`src/rtl/muldiv_unit_pkg.sv`:
```
// rtl/muldiv_unit_pkg.sv - shared op and state encodings for the multiply/divide unit
package muldiv_unit_pkg;

  localparam logic [1:0] MD_MULT  = 2'b00;
  localparam logic [1:0] MD_MULTU = 2'b01;
  localparam logic [1:0] MD_DIV   = 2'b10;
  localparam logic [1:0] MD_DIVU  = 2'b11;

  typedef enum logic [1:0] {
    MD_IDLE = 2'b00,
    MD_CALC = 2'b01,
    MD_DONE = 2'b10
  } md_state_e;

  // op[1] selects divide, op[0] selects the unsigned flavour
  function automatic logic op_is_div(input logic [1:0] op);
    return op[1];
  endfunction

  function automatic logic op_is_signed(input logic [1:0] op);
    return ~op[0];
  endfunction

endpackage

```
`src/rtl/muldiv_sign_fix.sv`:
```
// rtl/muldiv_sign_fix.sv - operand magnitude conversion and result sign correction
module muldiv_sign_fix #(
  parameter int WIDTH = 32
) (
  input  logic               is_signed,
  input  logic [WIDTH-1:0]   a,
  input  logic [WIDTH-1:0]   b,
  output logic [WIDTH-1:0]   mag_a,
  output logic [WIDTH-1:0]   mag_b,
  output logic               neg_res,
  output logic               neg_rem,
  input  logic               is_div,
  input  logic               fix_res,
  input  logic               fix_rem,
  input  logic [2*WIDTH-1:0] res,
  output logic [WIDTH-1:0]   hi,
  output logic [WIDTH-1:0]   lo
);

  logic               sa;
  logic               sb;
  logic [2*WIDTH-1:0] prod;

  // entry side: strip signs so the iterations only ever see magnitudes
  always_comb begin
    sa      = is_signed & a[WIDTH-1];
    sb      = is_signed & b[WIDTH-1];
    mag_a   = sa ? -a : a;
    mag_b   = sb ? -b : b;
    neg_res = sa ^ sb;
    neg_rem = sa;
  end

  // exit side: product negated as a whole, quotient and remainder independently
  always_comb begin
    prod = fix_res ? -res : res;
    if (is_div) begin
      lo = fix_res ? -res[WIDTH-1:0] : res[WIDTH-1:0];
      hi = fix_rem ? -res[2*WIDTH-1:WIDTH] : res[2*WIDTH-1:WIDTH];
    end else begin
      hi = prod[2*WIDTH-1:WIDTH];
      lo = prod[WIDTH-1:0];
    end
  end

endmodule

```
`src/rtl/muldiv_unit.sv`:
```
// rtl/muldiv_unit.sv - iterative MULT/MULTU/DIV/DIVU unit with start/busy/done handshake
module muldiv_unit
  import muldiv_unit_pkg::*;
#(
  parameter int WIDTH = 32,
  parameter int CNT_W = 6
) (
  input  logic             clk,
  input  logic             rst,
  input  logic             start,
  input  logic [1:0]       op,
  input  logic [WIDTH-1:0] num1,
  input  logic [WIDTH-1:0] num2,
  input  logic             cancel,
  output logic             busy,
  output logic             done,
  output logic [WIDTH-1:0] hi,
  output logic [WIDTH-1:0] lo
);

  md_state_e          state;
  md_state_e          state_nxt;
  logic [CNT_W-1:0]   cnt;
  logic [2*WIDTH-1:0] acc;        // upper: partial product/remainder, lower: multiplier/quotient
  logic [WIDTH-1:0]   opb;        // multiplicand or divisor magnitude
  logic [WIDTH-1:0]   dvd;        // raw dividend, returned on divide by zero
  logic               is_div_q;
  logic               neg_res_q;
  logic               neg_rem_q;
  logic               div_zero_q;

  logic [WIDTH-1:0]   mag_a;
  logic [WIDTH-1:0]   mag_b;
  logic               neg_res;
  logic               neg_rem;
  logic [WIDTH-1:0]   fix_hi;
  logic [WIDTH-1:0]   fix_lo;

  logic [WIDTH:0]     mul_sum;
  logic [WIDTH:0]     div_shift;
  logic [WIDTH:0]     div_trial;
  logic [2*WIDTH-1:0] acc_step;
  logic               last_iter;

  muldiv_sign_fix #(.WIDTH(WIDTH)) u_sign_fix (
    .is_signed (op_is_signed(op)),
    .a         (num1),
    .b         (num2),
    .mag_a     (mag_a),
    .mag_b     (mag_b),
    .neg_res   (neg_res),
    .neg_rem   (neg_rem),
    .is_div    (is_div_q),
    .fix_res   (neg_res_q),
    .fix_rem   (neg_rem_q),
    .res       (acc),
    .hi        (fix_hi),
    .lo        (fix_lo)
  );

  // iteration WIDTH is the extra cycle that sign-corrects and publishes hi/lo
  assign last_iter = (cnt == CNT_W'(WIDTH));

  // one iteration: shift-add for multiply, restoring subtract for divide
  always_comb begin
    mul_sum   = {1'b0, acc[2*WIDTH-1:WIDTH]} + (acc[0] ? {1'b0, opb} : '0);
    div_shift = {acc[2*WIDTH-1:WIDTH], acc[WIDTH-1]};
    div_trial = div_shift - {1'b0, opb};
    if (!is_div_q) begin
      acc_step = {mul_sum, acc[WIDTH-1:1]};
    end else if (!div_trial[WIDTH]) begin
      acc_step = {div_trial[WIDTH-1:0], acc[WIDTH-2:0], 1'b1};
    end else begin
      acc_step = {div_shift[WIDTH-1:0], acc[WIDTH-2:0], 1'b0};
    end
  end

  // state register with busy/done registered from the next state
  always_ff @(posedge clk or posedge rst) begin
    if (rst) begin
      state <= MD_IDLE;
      busy  <= 1'b0;
      done  <= 1'b0;
    end else begin
      state <= state_nxt;
      busy  <= (state_nxt != MD_IDLE);
      done  <= (state_nxt == MD_DONE);
    end
  end

  // next state; cancel wins over start and aborts CALC/DONE
  always_comb begin
    state_nxt = state;
    case (state)
      MD_IDLE: if (start && !cancel) state_nxt = MD_CALC;
      MD_CALC: begin
        if (cancel)         state_nxt = MD_IDLE;
        else if (last_iter) state_nxt = MD_DONE;
      end
      MD_DONE: state_nxt = MD_IDLE;
      default: state_nxt = MD_IDLE;
    endcase
  end

  // operand latch, iteration datapath and result registers
  always_ff @(posedge clk or posedge rst) begin
    if (rst) begin
      cnt        <= '0;
      acc        <= '0;
      opb        <= '0;
      dvd        <= '0;
      is_div_q   <= 1'b0;
      neg_res_q  <= 1'b0;
      neg_rem_q  <= 1'b0;
      div_zero_q <= 1'b0;
      hi         <= '0;
      lo         <= '0;
    end else begin
      case (state)
        MD_IDLE: begin
          cnt <= '0;
          if (start && !cancel) begin
            acc        <= {{WIDTH{1'b0}}, mag_a};
            opb        <= mag_b;
            dvd        <= num1;
            is_div_q   <= op_is_div(op);
            neg_res_q  <= neg_res;
            neg_rem_q  <= neg_rem;
            div_zero_q <= op_is_div(op) && (num2 == '0);
          end
        end
        MD_CALC: begin
          if (!cancel) begin
            if (last_iter) begin
              hi <= div_zero_q ? dvd : fix_hi;
              lo <= div_zero_q ? {WIDTH{1'b1}} : fix_lo;
            end else begin
              acc <= acc_step;
              cnt <= cnt + CNT_W'(1);
            end
          end
        end
        default: cnt <= '0;
      endcase
    end
  end

endmodule

```
`config.mk`:
```
export PLATFORM = sky130hd
export DESIGN_NAME = muldiv_unit
export DESIGN_NICKNAME = d
export VERILOG_FILES = /design/src/rtl/muldiv_unit_pkg.sv /design/src/rtl/muldiv_sign_fix.sv /design/src/rtl/muldiv_unit.sv
export SDC_FILE = /design/constraint.sdc
export NUM_CORES = 1
export LEC_CHECK = 0
export ABC_CLOCK_PERIOD_IN_PS = 6500
export CORE_MARGIN = 2
export CORE_UTILIZATION = 42
export CTS_CLUSTER_DIAMETER = 120
export DETAILED_ROUTE_END_ITERATION = 8
export PLACE_DENSITY = 0.72
export SETUP_SLACK_MARGIN = 0.4
export SLEW_MARGIN = 20
export SYNTH_ARGS = -nofsm -noshare
export SYNTH_HDL_FRONTEND = slang
export SYNTH_SLANG_ARGS = --single-unit
```
`constraint.sdc`:
```
create_clock -name clk -period 6.5 [get_ports clk]
set_input_delay 0.65 -clock clk [delete_from_list [all_inputs] [get_ports clk]]
set_output_delay 0.65 -clock clk [all_outputs]
set_load 0.03 [all_outputs]
```
Word level (Yosys, flattened, before mapping) --
Cells that the tools add are included.
Storage, ports and cells: input port bits 70, register bits after elaboration 206, output and inout bits 66, logic and storage cells 66
Cells by class: bitwise gates (word level) 5, mux-type cells 23, reduce and logical (&&, ||, !) cells 11, equal/unequal tests 6, $add $sub $neg 8
Operators with widths (number):
- 2-to-1 mux 64 bit | 6
- 2-to-1 mux 32 bit | 9
- negator 32 bit | 4
- one-hot mux 64 bit (2 select lines) | 1
- negator 64 bit | 1
- adder 32 x 32 -> 33 bit | 1
- subtractor 33 x 32 -> 33 bit | 1
- logical NOT 32 bit | 1
- 2-to-1 mux 6 bit | 3
- adder 6 x 1 -> 6 bit (second input constant) | 1
- == test 6 bit (second input constant) | 1
- 2-to-1 mux 2 bit | 3
- inequality test 2 bit (second input constant) | 3
- one-hot mux 2 bit (2 select lines) | 1
- AND reduction 2 bit | 2
- AND reduction 4 bit | 1
- nonzero test 2 bit | 2
- AND reduction 3 bit | 1
- bitwise AND 1 bit | 2
- == test 2 x 1 -> 1 bit (second input constant) | 1
- == test 2 bit (second input constant) | 1
- logical AND 1 bit | 2
- logical NOT 2 bit | 1
- inverter 1 bit | 2
- 2 further kinds | 2

Logic depth before layout (Yosys ltp) --
word-level depth 6, mapped depth 13, depth with buffers taken out 12

Modules after synthesis --
A second synthesis with hierarchy kept.
Second synthesis, totals: cells, all modules 2060, area, all modules 16320.7 um2
Modules (own cells, without submodules):
- muldiv_unit | area an instance 12678.4 um2, cells each 1487, sequential area each 5154.9 um2, times used 1
- muldiv_sign_fix | area an instance 3642.2 um2, cells each 573, sequential area each 0.0 um2, times used 1

Worst setup path after synthesis --
Ideal clock, no wire load.
kind reg-to-reg, start reg acc[0], end reg acc[58], arrival time 3.133 ns, buffers on the path 2, path slack 3.230 ns, cell stages (with the launch flop) 14, required time 6.364 ns, library setup time 0.136 ns, cell sequence dfrtp_1 > inv_1 > buf_1 > nor2_1 > ha_1 > clkbuf_1 > a21oi_1 > o21ai_0 > a2111oi_0 > a31oi_1 > a31o_2 > or4_1 > o2111ai_1 > o211ai_1
Between the ends: word-level cells in the longest chain between the ends 6
Ends and longest elaborated chain:
- from (decl) | line muldiv_unit.sv:24 | logic [2*WIDTH-1:0] acc;
- from (signal assigned) | line muldiv_unit.sv:123 | acc <= {{WIDTH{1'b0}}, mag_a};
- from (signal assigned) | line muldiv_unit.sv:138 | acc <= acc_step;
- 2-to-1 mux 32 bit | line muldiv_unit.sv:66 | mul_sum = {1'b0, acc[2*WIDTH-1:WIDTH]} + (acc[0] ? {1'b0, opb} : '0);
- adder 32 x 32 -> 33 bit | line muldiv_unit.sv:66
- 2-to-1 mux 64 bit | line muldiv_unit.sv:69 | if (!is_div_q) begin
- 2-to-1 mux 64 bit | line muldiv_unit.sv:134 | if (last_iter) begin
- 2-to-1 mux 64 bit | line muldiv_unit.sv:133 | if (!cancel) begin
- one-hot mux 64 bit (2 select lines) | line muldiv_unit.sv:119 | case (state)
No other way between the ends. The select of a mux whose other input is x is not followed. A chain may end at the register's enable or synchronous reset.

Worst setup path in the final report --
start reg acc[0], end reg acc[62]
Same word-level chain as after synthesis.

==> impl_metrics.env <==
export IMPL_outcome="finished, final reports clean"
export IMPL_worstPathRequired_ns=6.93
export IMPL_cts_sinks=206
export IMPL_numCtsBuffers=25
export IMPL_synth_area_sq_um=16000
export IMPL_ant_nets=0
export IMPL_grt_pass1_wl_mm=80.7
export IMPL_rsz0062_at_grt="no"
export IMPL_setup_violations=0
export IMPL_timing_slew_headroom=0.288
export IMPL_start_util=0.426
export IMPL_p_per_area_nw_per_um2=376
export IMPL_async_reset_ff_frac=1.00
export IMPL_maxSlewViolCount=0
export IMPL_wl_met2_mm=23.4
export IMPL_ys_seq_elements=206
export IMPL_power_mw=6.96
export IMPL_clkTransAtPathRegs_ns=0.06
export IMPL_fin_crit_ns=4.26
export IMPL_first_pass_iters=6
export IMPL_cts_tree="built"
export IMPL_final_nets=2182
export IMPL_start_kind="flop"
export IMPL_crit_fanout=33
export IMPL_row_count=71
export IMPL_clock_skew_ns=0.0259
export IMPL_cp_cell_sequence="clkinv_1, nor2_1, ha_1, o21ai_0, o21bai_1, o211ai_1, a31oi_1, a211oi_1, or4b_1, nand3_1, o211ai_1"
export IMPL_worst_pin_slew_ns=1.07
export IMPL_ir_drop_mv=0.220
export IMPL_seq_area_sq_um=5160
export IMPL_wire_per_inst_um=20.1
export IMPL_wirelength_mm=51.7
export IMPL_ys_flop_type="dfrtp_1"
export IMPL_cap_viol_max_count=0
export IMPL_ys_warn_count=0
export IMPL_wl_met3_mm=4.19
export IMPL_cts_setup_buffers=0
export IMPL_ios=136
export IMPL_met1_length_mm=22.4
export IMPL_syn_area_per_cell_sq_um=8.06
export IMPL_topRoutingLayerUsed="met4"
export IMPL_gr_total_overflow=0
export IMPL_fin_setup_tns_ns=0
export IMPL_p_leak_nw=7.98
export IMPL_area_growth_pct=15.4
export IMPL_synth_nets=2130
export IMPL_slowest_stage="clkinv_1"
export IMPL_fmax_mhz=235
export IMPL_cpMostUsedCell="o211ai_1"
export IMPL_clk_latency_ns=0.56
export IMPL_synthCells=1988
export IMPL_fillers=3645
export IMPL_place_congestion=0.967
export IMPL_hold_violations=0
export IMPL_num_vias=15300
export IMPL_dieArea_sq_um=39800
export IMPL_grt_max_degree=119
export IMPL_vias_per_cell=5.95
export IMPL_setup_worst_path_class="reg2reg"
export IMPL_drc=0
export IMPL_core_sq_um=37700
export IMPL_cp_data_arrival_time_ns=4.69
export IMPL_synth_edff_count=0
export IMPL_cts_repair_resized=0
export IMPL_grt_pass1_vias=14600
export IMPL_die_x_um=199
export IMPL_hold_path_class="reg2reg"
export IMPL_root_buffer="clkbuf_16"
export IMPL_holdBufCountCts=0
export IMPL_die_y_um=199
export IMPL_antenna_found_initial=0
export IMPL_period_share=0.656
export IMPL_portBuffers=135
export IMPL_critPathCaptureType="flop"
export IMPL_grtUsageTotal=0.257
export IMPL_htreeDepth=1
export IMPL_max_stage_delay_ns=0.79
export IMPL_n_antenna_cell=0
export IMPL_multi_input_area_sq_um=10100
export IMPL_drt_iter0_drc=1432
export IMPL_clockBufferDepth=3
export IMPL_dp_hpwl_mm=38.4
export IMPL_layout_drive_gt1_share=0.0501
export IMPL_yosysSeqAreaShare=0.322
export IMPL_synth_distinct_cells=92
[worst max-delay path, delay by kind of cell (launching register included)]
family                   cells  cell delay [ns]
AO/OA/AOI/OAI                6             1.65
adder cells (fa/ha/maj)      1             0.29
buffers and inverters        1             0.79
flip-flops                   1             0.44
AND/OR/NAND/NOR              3             1.00
[stage by stage]
step           setup WS [ns]  hold WS, ns   util  instances  instance area (sq um)
2_1_floorplan           3.18        0.437      -       1988                  16000
3_5_place_dp            2.37        0.454  0.468       2524                  17600
4_1_cts                 2.34        0.478  0.491       2568                  18500
3_3_place_gp            2.44        0.456  0.468       2524                  17600
6_report                2.24        0.475  0.491       2568                  18500
5_1_grt                 1.79        0.487  0.491       2568                  18500
[flip-flops by register name, summed over array words and instances, names as in the netlist]
signal / cells
hi: 32
is_div_q: 1
done: 1
opb: 32
neg_rem_q: 1
dvd: 32
div_zero_q: 1
cnt: 6
neg_res_q: 1
lo: 32
busy: 1
state: 2
acc: 64
[cell type report]
cell class              count  area share
flip-flops and latches    206       0.279
repair buffers            152      0.0806
clock buffers              34      0.0389
clock inverters            10     0.00778
inverters                  66      0.0136
multi-input cells        1589       0.546
well taps                 511      0.0346
[cell usage in the layout (no fill, tap or decap), types with 64 or more instances in the layout]
cell type          n
a21oi_1          154
clkdlybuf4s50_1  135
dfrtp_1          204
ha_1              70
inv_1             64
mux2i_1           64
nand2_1          297
nor2_1           136
o21ai_0          194
xnor2_1           73
xor2_1            96
[metal layers]
| metal | global-route usage | up-vias |
|---|---|---|
| li1 | - | 7225 |
| met1 | 0.354 | 7292 |
| met2 | 0.420 | 647 |
| met3 | 0.0327 | 103 |
| met4 | 0.0812 | 0 |
| met5 | 0 | - |
[cells by family (layout without fill, tap and decap cells)]
| group | after synthesis | count (layout) | share of synthesized area |
|---|---|---|---|
| buffers and inverters | 193 | 262 | 0.0512 |
| flip-flops | 206 | 206 | 0.322 |
| XOR/XNOR | 169 | 169 | 0.0923 |
| multiplexers | 65 | 65 | 0.0407 |
| AO/OA/AOI/OAI | 595 | 595 | 0.232 |
| AND/OR/NAND/NOR | 688 | 688 | 0.205 |
| adder cells (fa/ha/maj) | 72 | 72 | 0.0571 |
[Yosys cell counts, types with 5 or more instances]
master | instances | area, sq um
nor2b_1 | 18 | 113
a2111oi_0 | 6 | 52.6
or4_4 | 6 | 67.6
a211oi_1 | 14 | 105
buf_1 | 8 | 30.0
or3_1 | 15 | 93.8
a21boi_0 | 5 | 37.5
o31ai_1 | 25 | 188
nand3b_1 | 8 | 60.1
o21a_1 | 15 | 113
nor2_1 | 138 | 518
o21ai_0 | 194 | 971
nor4_1 | 20 | 125
nand3_1 | 42 | 210
a22oi_1 | 17 | 128
o221ai_1 | 8 | 70.1
o21bai_1 | 7 | 52.6
ha_1 | 70 | 876
and3_1 | 19 | 119
dfrtp_1 | 206 | 5150
mux2i_1 | 64 | 641
o211ai_1 | 22 | 165
nand2_1 | 298 | 1120
o21ai_1 | 11 | 55.1
clkbuf_1 | 102 | 383
xnor2_1 | 73 | 639
buf_6 | 5 | 56.3
a21o_1 | 27 | 203
or4_1 | 8 | 60.1
o41ai_1 | 14 | 123
nand2b_1 | 22 | 138
nor3_1 | 42 | 210
and2_1 | 6 | 37.5
a31oi_1 | 20 | 125
inv_1 | 66 | 248
xor2_1 | 96 | 841
a21oi_1 | 154 | 771
nand4_1 | 14 | 87.6
[report_power, final]
part	total [mW]	internal, mW	switching (mW)
Combinational	3.55	1.37	2.18
Sequential	1.93	1.50	0.432
Clock	1.48	0.895	0.588
Total	6.96	3.76	3.20
[path summary, 6_finish.rpt]
| path | depth (start not counted) | start | slack (ns) | end |
|---|---|---|---|---|
| max in group asynchronous | 4 | rst | 4.72 | div_zero_q$_DFFE_PP0P_ |
| min in group asynchronous | 3 | rst | 0.57 | acc[14]$_DFFE_PP0P_ |
| hold reg to reg | 2 | opb[18]$_DFFE_PP0P_ | 0.48 | opb[18]$_DFFE_PP0P_ |
| hold / removal | 2 | opb[18]$_DFFE_PP0P_ | 0.48 | opb[18]$_DFFE_PP0P_ |
| setup reg to reg | 11 | acc[0]$_DFFE_PP0P_ | 2.24 | acc[62]$_DFFE_PP0P_ |
| setup / recovery | 11 | acc[0]$_DFFE_PP0P_ | 2.24 | acc[62]$_DFFE_PP0P_ |
No activity file was read; power rests on OpenSTA's default activity.
==> variant 1: new RTL, same settings <==
Encoding of `md_state_e`: now one-hot (3 bits for 3 states).
--- a/src/rtl/muldiv_unit_pkg.sv
+++ b/src/rtl/muldiv_unit_pkg.sv
@@ -7,8 +7,8 @@
   localparam logic [1:0] MD_DIVU  = 2'b11;
 
-  typedef enum logic [1:0] {
-    MD_IDLE = 2'b00,
-    MD_CALC = 2'b01,
-    MD_DONE = 2'b10
+  typedef enum logic [2:0] {
+    MD_IDLE = 3'b001,
+    MD_CALC = 3'b010,
+    MD_DONE = 3'b100
   } md_state_e;
 
Check against the original RTL: no difference found for any inputs over 10 cycles, from zero or initial values and one cycle with rst high; not proved beyond that.
==> variant 1 against the original RTL <==
Critical path depth rose by 2. Synthesized area decreased by 3.8%. Count of clock-buffer cells in the layout down 2. Maximum frequency decreased by 3.2%. Sequential cell count up 1. Non-clock buffer count shrank 5. Highest routed layer unchanged. Worst setup slack worse by 0.14 ns. Wire length fell by 5.8%. Cell area is 2.6% lower. Clock skew is 0.0048 ns lower. Cell count decreased by 4.2%.
Power is not compared: it rests on default switching activity, and its combinational part moved more than twofold at a synthesized area within 25%.
==> variant 1: results (changes against the original RTL) <==
stage	metric	value	unit	change
global_routing	GRT Total Usage	25.3	%	-0.34 points
setup_path	CP Launch Point	acc[31]		
setup_path	reg-to-reg slack, setup	2.10	ns	-0.14 ns
setup_path	slowest CP cell	nor4_1		
layout	layout cells sized above 1	4.47	%	-0.54 points
synthesis	ys async rst share	100	%	unchanged
setup_path	WS Path Type	reg2reg		
placed_design	DPL Wire Length	36500	um	-5.0%
placed_design	DP Area	0.0171	mm^2	-3.1%
global_routing	largest net degree at the start of global routing	179		+50%
synthesis	Post-synth top cells	nand2_1, dfrtp_1, nor2_1		
setup_path	Slowest Stage Delay on Critical Path	0.76	ns	-0.03 ns
synthesis	top area cells in the synthesized netlist	dfrtp_1, nand2_1, a21oi_1, ha_1, o21ai_0		
setup_path	crit-path max FO	30		-9.1%
layout	fillers	3489		-4.3%
routing	drt initial violations	1254		-12%
synthesis	sequential area share after synthesis	33.6	%	+1.4 points
synthesis	Yosys cell types	80		-13%
global_routing	initial antenna violation count	0		unchanged
timing	clock skew	0.0212	ns	-0.00476 ns
setup_path	reg2reg start	acc[31]		
min_path	worst hold stages	2		unchanged
global_routing	vias in the first global route	14100		-3.4%
global_routing	first-pass GRT wire length	78000	um	-3.3%
routing	vias per cell	5.85		-1.5%
routing	final wirelength	48700	um	-5.8%
setup_path	RR Endpoint	acc[54]		
timing	worst hold slack	0.469	ns	-0.00577 ns
synthesis	Post-Synthesis Net Count	2046		-3.9%
layout	fin nets	2116		-3.0%
placed_design	Final GP Congestion	0.938		-3.0%
setup_path	R2R depth	13		+2
timing	Slew HR	26.6	%	-2.2 points
status	status	finished clean		
min_path	Hold Path End	dvd[28]		
routing	Pre-antenna DRT Iters	5		-1
min_path	hold path start	dvd[28]		
cts	Worst-Skew Late Latency	0.56	ns	about the same
[variant 1: metrics by stage]
stage	setup WS, ns	util (%)	std cells	total power [uW]
after global placement	2.16	47.0	2415	3290
final	2.10	49.6	2460	4920
after global routing	1.80	49.6	2460	5180
after floorplan	3.12	-	1904	2840
after detailed placement	2.14	47.0	2415	3320
after CTS	2.10	49.5	2460	4900
[variant 1: power breakdown]
part,internal (uW),switching (uW)
Sequential,1440,209
Combinational,660,1020
Clock,973,608
[variant 1: how the worst max path moves through the flow]
stage,endpoint,slack (ns),cells past startpoint
6_report,acc[54],2.10,13
2_1_floorplan,acc[58],3.12,14
4_1_cts,acc[54],2.10,13
5_1_grt,acc[54],1.80,13
3_3_place_gp,acc[54],2.16,13
3_5_place_dp,acc[54],2.14,13
[variant 1: final cells by class]
| class | count | share of cell area (%) |
|---|---|---|
| Clock inverter | 13 | 1.32 |
| Clock buffer | 32 | 3.73 |
| Multi-Input combinational cell | 1525 | 53.4 |
| Sequential cell | 207 | 28.8 |
| Timing Repair Buffer | 147 | 8.07 |
| Inverter | 68 | 1.44 |
| Tap cell | 468 | 3.25 |
[variant 1: cell families after synthesis]
kind of cell,synth area share [%]
adder cells (fa/ha/maj),5.94
buffers and inverters,4.31
multiplexers,5.22
XOR/XNOR,9.82
AND/OR/NAND/NOR,19.6
flip-flops,33.6
AO/OA/AOI/OAI,21.5
[variant 1: worst reg2reg max path, cell delays in order (launching register included)]
cell,delay (ns)
dfrtp_1,0.44
inv_1,0.13
ha_1,0.19
fa_1,0.23
nand2b_1,0.16
a21oi_1,0.11
o21ai_0,0.36
a21boi_1,0.22
nor4_1,0.76
o31a_1,0.36
xnor2_2,0.14
buf_4,0.47
mux2_2,0.41
a221o_1,0.31
[variant 1: per-layer routing]
| layer | track usage [%] | vias to the layer above | share of wire, % | wire length [um] |
|---|---|---|---|---|
| met1 | 37.0 | 6853 | 47 | 22700 |
| met5 | 0 | - | 0 | 0 |
| met4 | 7.75 | 0 | 3.3 | 1600 |
| li1 | - | 6894 | - | - |
| met2 | 38.4 | 553 | 43 | 20800 |
| met3 | 4.18 | 100 | 7.4 | 3600 |
==> variant 2: new RTL, same flow settings <==
Without the edit above. `CNT_W`: 6 -> 4.
--- a/src/rtl/muldiv_unit.sv
+++ b/src/rtl/muldiv_unit.sv
@@ -4,5 +4,5 @@
 #(
   parameter int WIDTH = 32,
-  parameter int CNT_W = 6
+  parameter int CNT_W = 4
 ) (
   input  logic             clk,
Behaviour: not the same (Yosys sat finds a counterexample within 4 cycles, from zero or initial values and one cycle with rst high).
==> variant 2 against the original RTL <==
Global-route usage fell by 0.30 points. Cell area is 2.5% lower. Sequential cell count fell by 2. Worst setup slack worse by 0.067 ns. Wire length is 3.6% lower. Synthesized area shrank 2.6%. Sequential share of layout area rose by 0.42 points. Non-clock buffer count decreased by 2. Critical endpoint is now acc[61]. Clock skew shrank 0.0024 ns.
Power is not compared: it rests on default switching activity, and its combinational part moved more than twofold at a synthesized area within 25%.
==> variant 2: results (changes against the original RTL) <==
stage	metric	value	unit	change
layout	Inserted Diodes	0		unchanged
synthesis	Post-synth top cells	nand2_1, dfrtp_1, o21ai_0		
routing	drt initial violations	1380		-3.6%
layout	layout cells sized above 1	5.03	%	+0.027 points
synthesis	Yosys cell types	93		+1.1%
layout	Largest register FFs	64		unchanged
global_routing	vias in the first global route	14100		-3.2%
synthesis	mean area per synthesized cell	8.01	um^2	-0.65%
synthesis	Post-Synthesis Net Count	2090		-1.9%
setup_path	R2R depth	12		+1
setup_path	RR Endpoint	acc[61]		
layout	fillers	3563		-2.2%
global_routing	GRT Total Usage	25.4	%	-0.30 points
timing	final worst slack	2.17	ns	-0.0669 ns
synthesis	mux contribution to synthesized area	3.23	%	-0.84 points
routing	DRT met1 WL	22500	um	+0.56%
min_path	Hold Path End	dvd[29]		
setup_path	Slowest Stage Delay on Critical Path	0.84	ns	+0.05 ns
cts	CTS Buf Count	25		unchanged
synthesis	sequential area share after synthesis	32.7	%	+0.55 points
cts	Post-CTS Setup Repair Bufs	0		unchanged
routing	final wirelength	49800	um	-3.6%
setup_path	reg-to-reg slack, setup	2.17	ns	-0.07 ns
placed_design	dpl cells	2449		-3.0%
min_path	hold path start	dvd[29]		
synthesis	compound-cell area share of the yosys netlist	22.9	%	-0.31 points
setup_path	crit path capture type	flip-flop		
synthesis	Synth Area in Adders	5.87	%	+0.16 points
synthesis	top area cells in the synthesized netlist	dfrtp_1, nand2_1, o21ai_0, ha_1, a21oi_1		
routing	vias per cell	5.88		-1.1%
timing	worst hold slack	0.474	ns	-0.00135 ns
timing	pin slew with the least headroom to its limit	1.13	ns	+0.0600 ns
placed_design	Place WS	2.29	ns	-0.0821 ns
power	LEAKAGE	0.00775	uW	
setup_path	slowest CP cell	inv_1		
setup_path	crit-path max FO	32		-3.0%
global_routing	largest net degree at the start of global routing	169		+42%
placed_design	DPL Wire Length	37100	um	-3.6%
placed_design	Final GP Congestion	0.983		+1.7%
global_routing	first-pass GRT wire length	78500	um	-2.7%
routing	Post-DRT Antenna Nets	0		unchanged
timing	clock skew	0.0236	ns	-0.00236 ns
routing	met3 wire length	3790	um	-9.6%
layout	fin nets	2150		-1.5%
routing	Highest Signal Layer	met4		
routing	Pre-antenna DRT Iters	5		-1
setup_path	critical path arrival	4.77	ns	+0.08 ns
synthesis	Ys Warns	0		unchanged
status	status	finished clean		
routing	DR vias	14700		-4.0%
layout	Biggest register	acc		
placed_design	DP Area	0.0172	mm^2	-2.4%
synthesis	xor/xnor cell area share of the yosys netlist	9.88	%	+0.64 points
routing	metal2 WL	22100	um	-5.6%
variant 2: cell count changes in the layout (fill, tap and decap cells not counted), moves of 8 or more:
cell,delta
a21o_1,-9
o21ai_0,-13
nor2b_1,-8
a31oi_1,-8
nand3_1,-12
nor2_1,+37
mux2i_1,-17
o211ai_1,-8
xnor2_1,+15
xor2_1,-9
variant 2: power groups by stage:
stage	sequential, uW	combinational [uW]	clock, uW
6_report	1750	1680	1430
5_1_grt	1780	1840	1500
4_1_cts	1750	1680	1450
3_5_place_dp	1770	1670	0
3_3_place_gp	1760	1640	0
2_1_floorplan	1910	920	0
variant 2: metal layers:
layer / vias up / global-route usage, %
li1: 7022 / -
met1: 6929 / 36.4
met2: 628 / 40.0
met3: 82 / 3.54
met4: 0 / 7.30
met5: - / 0
variant 2: area by class of cell:
cell class	instances	area (um^2)	area share, %
tap	468	586	3.24
inverter	65	248	1.37
multi-input combinational	1562	9800	54.3
clock inverter	9	95.1	0.527
clock buffer	36	737	4.08
timing repair buffer	150	1480	8.18
sequential	204	5110	28.3
